<file path="config.mk">
export PLATFORM = sky130hd
export DESIGN_NAME = proc_run_ctrl
export DESIGN_NICKNAME = d
export VERILOG_FILES = /design/src/rtl/proc_ctrl_pkg.sv /design/src/rtl/push_debouncer.sv /design/src/rtl/proc_run_ctrl.sv
export SDC_FILE = /design/constraint.sdc
export NUM_CORES = 1
export LEC_CHECK = 0
export ABC_AREA = 1
export CAP_MARGIN = 20
export CORE_MARGIN = 1.5
export CORE_UTILIZATION = 44
export CTS_CLUSTER_DIAMETER = 30
export DETAILED_ROUTE_END_ITERATION = 7
export PLACE_DENSITY = 0.75
export SLEW_MARGIN = 20
export SYNTH_ARGS = -nofsm -noshare
export SYNTH_HDL_FRONTEND = slang
export SYNTH_SLANG_ARGS = --single-unit
</file>
<file path="constraint.sdc">
create_clock -name clk -period 1.4 [get_ports clk]
set_clock_uncertainty 0.1 [all_clocks]
set_input_delay 0.21 -clock clk [delete_from_list [all_inputs] [get_ports clk]]
set_output_delay 0.21 -clock clk [all_outputs]
set_load 0.005 [all_outputs]
</file>
<file path="src/rtl/proc_ctrl_pkg.sv">
// Shared types and constants for the FIR processor run controller.
package proc_ctrl_pkg;

  typedef enum logic [1:0] {
    IDLE = 2'd0,
    LOAD = 2'd1,
    RUN  = 2'd2,
    DONE = 2'd3
  } state_t;

  localparam int SYNC_STAGES   = 2;

  localparam int LED_STATE_LSB = 5;
  localparam int LED_MODE      = 4;
  localparam int LED_DONE      = 3;
  localparam int LED_SEL_LSB   = 0;

endpackage

</file>
<file path="src/rtl/push_debouncer.sv">
// Push button synchronizer, debouncer and single-cycle press pulse generator.
module push_debouncer
  import proc_ctrl_pkg::*;
#(
  parameter int DEBOUNCE_CYCLES = 16
) (
  input  logic clk,
  input  logic rst,
  input  logic push,
  output logic level,
  output logic press
);

  localparam int CW = (DEBOUNCE_CYCLES > 1) ? $clog2(DEBOUNCE_CYCLES) : 1;

  logic [SYNC_STAGES-1:0] sync;
  logic [CW-1:0]          cnt;
  logic                   push_s;

  assign push_s = sync[SYNC_STAGES-1];

  always_ff @(posedge clk or posedge rst) begin
    if (rst) begin
      sync  <= '0;
      cnt   <= '0;
      level <= 1'b0;
      press <= 1'b0;
    end else begin
      sync  <= {sync[SYNC_STAGES-2:0], push};
      press <= 1'b0;
      // Any cycle agreeing with the accepted level restarts the stability run.
      if (push_s != level) begin
        if (cnt == CW'(DEBOUNCE_CYCLES - 1)) begin
          level <= push_s;
          press <= push_s;
          cnt   <= '0;
        end else begin
          cnt <= cnt + 1'b1;
        end
      end else begin
        cnt <= '0;
      end
    end
  end

endmodule

</file>
<file path="src/rtl/proc_run_ctrl.sv">
// Run/sequencing controller: loads filter select under reset, then free-runs
// or single-steps the FIR core, and reports status on the LEDs.
module proc_run_ctrl
  import proc_ctrl_pkg::*;
#(
  parameter int DEBOUNCE_CYCLES = 16,
  parameter int RESET_HOLD      = 4,
  parameter int SEL_W           = 3,
  parameter int LED_W           = 8
) (
  input  logic             clk,
  input  logic             reset,
  input  logic             push,
  input  logic             ena_switch,
  input  logic [SEL_W-1:0] Switches,
  input  logic             cpu_done,
  output logic             cpu_rst,
  output logic             cpu_en,
  output logic [SEL_W-1:0] filter_sel,
  output logic [LED_W-1:0] LEDs
);

  localparam int HOLD_MAX = (RESET_HOLD > SYNC_STAGES) ? RESET_HOLD : SYNC_STAGES;
  localparam int HC_W     = $clog2(HOLD_MAX + 1);

  logic [SYNC_STAGES-1:0][SEL_W-1:0] sw_sync;
  logic [SYNC_STAGES-1:0]            ena_sync;
  logic [SEL_W-1:0]                  sw_s, sw_pre;
  logic                              mode_step, press, push_level;

  state_t           state, nxt_state;
  logic [HC_W-1:0]  cnt, nxt_cnt;
  logic [SEL_W-1:0] nxt_sel;
  logic [LED_W-1:0] nxt_leds;
  logic             nxt_en;

  assign sw_s      = sw_sync[SYNC_STAGES-1];
  assign sw_pre    = sw_sync[SYNC_STAGES-2];
  assign mode_step = ena_sync[SYNC_STAGES-1];

  always_ff @(posedge clk or posedge reset) begin
    if (reset) begin
      sw_sync  <= '0;
      ena_sync <= '0;
    end else begin
      sw_sync  <= {sw_sync[SYNC_STAGES-2:0], Switches};
      ena_sync <= {ena_sync[SYNC_STAGES-2:0], ena_switch};
    end
  end

  push_debouncer #(.DEBOUNCE_CYCLES(DEBOUNCE_CYCLES)) u_push (
    .clk   (clk),
    .rst   (reset),
    .push  (push),
    .level (push_level),
    .press (press)
  );

  always_comb begin
    nxt_state = state;
    nxt_cnt   = cnt + 1'b1;
    nxt_sel   = filter_sel;
    case (state)
      IDLE: if (cnt == HC_W'(SYNC_STAGES - 1)) begin
        // Take the last sync stage's incoming value, so filter_sel matches
        // the synced Switches from the first LOAD cycle onwards.
        nxt_state = LOAD;
        nxt_cnt   = '0;
        nxt_sel   = sw_pre;
      end
      LOAD: if (cnt == HC_W'(RESET_HOLD - 1)) begin
        nxt_state = RUN;
        nxt_cnt   = '0;
      end
      RUN: begin
        nxt_cnt = '0;
        if (sw_s != filter_sel) nxt_state = IDLE;
        else if (cpu_done)      nxt_state = DONE;
      end
      DONE: begin
        nxt_cnt = '0;
        if (sw_s != filter_sel || press) nxt_state = IDLE;
      end
      default: begin
        nxt_state = IDLE;
        nxt_cnt   = '0;
      end
    endcase
  end

  always_comb begin
    nxt_en = (nxt_state == RUN) && (!mode_step || press);
    nxt_leds = '0;
    nxt_leds[LED_STATE_LSB +: 2]   = nxt_state;
    nxt_leds[LED_MODE]             = mode_step;
    nxt_leds[LED_DONE]             = (nxt_state == DONE);
    nxt_leds[LED_SEL_LSB +: SEL_W] = nxt_sel;
  end

  always_ff @(posedge clk or posedge reset) begin
    if (reset) begin
      state      <= IDLE;
      cnt        <= '0;
      cpu_rst    <= 1'b1;
      cpu_en     <= 1'b0;
      filter_sel <= '0;
      LEDs       <= '0;
    end else begin
      state      <= nxt_state;
      cnt        <= nxt_cnt;
      cpu_rst    <= (nxt_state == IDLE) || (nxt_state == LOAD);
      cpu_en     <= nxt_en;
      filter_sel <= nxt_sel;
      LEDs       <= nxt_leds;
    end
  end

endmodule

</file>
==> results.yml <==
worst_setup_path:
  crit_path_start: "cnt[0]"
  setup.worst_path.class: "register to register"
  r2r_setup_slack_ns: 0.02
  cp.arrival_ns: 1.50
  r2r-end: "cpu_en"
  cp_max_fo: 4
  crit_required_ns: 1.53
  worstSetupEndpointType: "register"
  startpoint_type: "register"
  reg2reg_from: "cnt[0]"
  r2r_cells: 5
logic_synthesis:
  ys_warn_count: 0
  post-synth-top-area-fraction_pct: 59.0
  yosys-top-cells-area: "dfrtp_1, ha_1, nand2_1"
  synth_fp_nets: 119
  ys_ff_latch: 28
  syn_inst: 105
  ys_types: 26
  yosysTopAreaCell: "dfrtp_1"
  syn-cell-area_um2: 1140
  synth_seq_area_share_pct: 61.3
  syn_avg_cell_area_um2: 10.9
flow_run:
  max_cap_viol_count: 0
global_routing:
  grt_pass1_wl_um: 2930
  track_usage_pct: 14.5
  antenna_found_initial: 0
  grt_max_degree: 29
  grt_overflow: 0
  grt_pass1_vias: 728
placement:
  placed_area_um2: 1380
  dp_worst_setup_slack_ns: -0.0425
  port_buffers: 19
  dp_hpwl_um: 1290
  place.gp.congestion: 0.779
drt:
  drtIter0Drc: 7
  viasPerCell: 4.58
  dr.pass1.iters: 4
  drc_errors: 0
  via_count: 732
  wl_um: 1730
  drtAntennaViolNets: 0
  wire_per_inst_um: 10.8
finish:
  drive_above_1_share_pct: 19.2
  seq_area_um2: 704
  antenna_cells: 0
  multi_input_area_um2: 374
  final_nets: 145
  final_core_util_pct: 58.0
  fin_area_um2: 1440
  syn2layout_area_growth_pct: 25.6
  fillCellCount: 218
floorplan:
  die_width_um: 54.0
  ios: 21
  coreArea_um2: 2480
  die-area_um2: 2920
  rows: 18
  fp.dieH_um: 54.0
  initial_core_util_pct: 46.2
pwr:
  leakage_nw: 0.713
  ir_worst_vdd_mv: 1.13
  total_power_mw: 2.37
  powerDensity_nw_per_um2: 1650
timing:
  drv_slew: 0
  max_freq_mhz: 726
  finalHoldViolCount: 0
  post-route-period-util_pct: 98.4
  min_period_ns: 1.38
  rsz0062_at_grt: "yes"
  finalSetupViolCount: 0
  setup_ws_ns: 0.0231
clock_tree:
  htree_levels: 1
  cts_tree: "done"
  clock_path_buffers: 2
  cts.clk_slew.worst_paths_ns: 0.14
  cts-root-buf: "clkbuf_4"
  postCtsHoldBufs: 0
  cts_buffers: 3
  cts.sinks: 28
  clk-insertion-delay-late_ns: 0.32
status:
  status: "complete, no violations"
min_path:
  hold_path.class: "primary input to async pin"
-- metrics by stage --
stage / setup TNS, ns / hold slack [ns] / std cells
6_report: 0 / 0.104 / 160
5_1_grt: -0.0306 / 0.116 / 160
4_1_cts: 0 / 0.0974 / 160
3_5_place_dp: -0.0425 / 0.244 / 153
3_3_place_gp: 0 / 0.238 / 153
2_1_floorplan: 0 / 0.141 / 105
-- placed cells by master, fill, tap and decap left out, types with 2 or more instances in the layout --
master / Yosys / final
a21oi_1: 2 / 2
buf_4: 4 / 5
clkbuf_4: 0 / 3
clkdlybuf4s50_1: 0 / 7
dfrtp_1: 27 / 25
dfrtp_2: 0 / 2
dlygate4sd2_1: 0 / 11
ha_1: 6 / 3
ha_2: 0 / 2
inv_1: 13 / 13
inv_2: 2 / 2
nand2_1: 16 / 16
nand3_1: 5 / 5
nor2_1: 12 / 12
xnor2_1: 2 / 2
-- cell usage after synthesis (all sizes together) --
| cell | n |
|---|---|
| dfrtp | 27 |
| nand2 | 16 |
| inv | 15 |
| nor2 | 14 |
| ha | 6 |
| nand3 | 6 |
| buf | 4 |
| a21oi | 3 |
| o21ai | 2 |
| or2 | 2 |
| xnor2 | 2 |
| conb | 1 |
| dfstp | 1 |
| mux2 | 1 |
| nand3b | 1 |
| nand4 | 1 |
| nor3b | 1 |
| o22ai | 1 |
| xor2 | 1 |
-- worst max-delay path, stage by stage (launching register included) --
cell,delay (ns)
dfrtp_1,0.44
ha_2,0.22
ha_4,0.16
or2_4,0.24
nand4_1,0.09
nor2_1,0.05
-- layout make-up --
type / instances / share of cell area [%]
clock buffers: 4 / 2.52
inverters: 15 / 3.92
multi-input cells: 58 / 26.0
flip-flops and latches: 28 / 49.0
well taps: 30 / 2.61
repair buffers: 25 / 15.9
-- worst max path at each step --
stage                   to  slack (ns)  depth (start not counted)
global placement    cpu_en        0.02                          5
detailed placement  cpu_en       -0.04                          5
CTS                 cpu_en        0.02                          5
finish              cpu_en        0.02                          5
global route        cpu_en       -0.03                          5
floorplan           cpu_en        0.02                          5
-- where the power goes --
part           internal [mW]  switching (mW)
registers              0.958          0.0879
logic                  0.479           0.468
clock network          0.159           0.215
total                   1.60           0.770
-- cells by family after synthesis --
family,synth area share [%]
simple gates,17.6
xor+xnor,2.30
fa+ha+maj,6.56
compound gates,3.06
flops,61.3
mux,1.31
other cells,0.328
buf+inv,7.54
-- state kept, by name, indices dropped and copies added (netlist names), 2 cells and up --
| register | flops |
|---|---|
| LEDs | 4 |
| cnt | 3 |
| ena_sync | 2 |
| filter_sel | 2 |
| sw_pre | 3 |
| sw_s | 3 |
| u_push.cnt | 4 |
| u_push.sync | 2 |
-- repair_timing --
| action | in CTS | in global routing |
|---|---|---|
| gates resized for setup | 17 | 3 |
| pin swaps | 1 | 3 |
| endpoints found under the setup margin | 14 | 3 |
| gates cloned | 0 | 0 |
| setup buffers | 3 | 0 |
| endpoints found under the hold margin | 0 | 0 |
-- layer usage --
layer	vias up	global-route usage, %	part of all wire (%)
li1	367	-	-
met4	0	3.75	0.87
met5	-	0	0
met3	2	5.83	5.4
met2	19	26.4	52
met1	344	15.6	42
No activity file was read; power rests on OpenSTA's default activity.
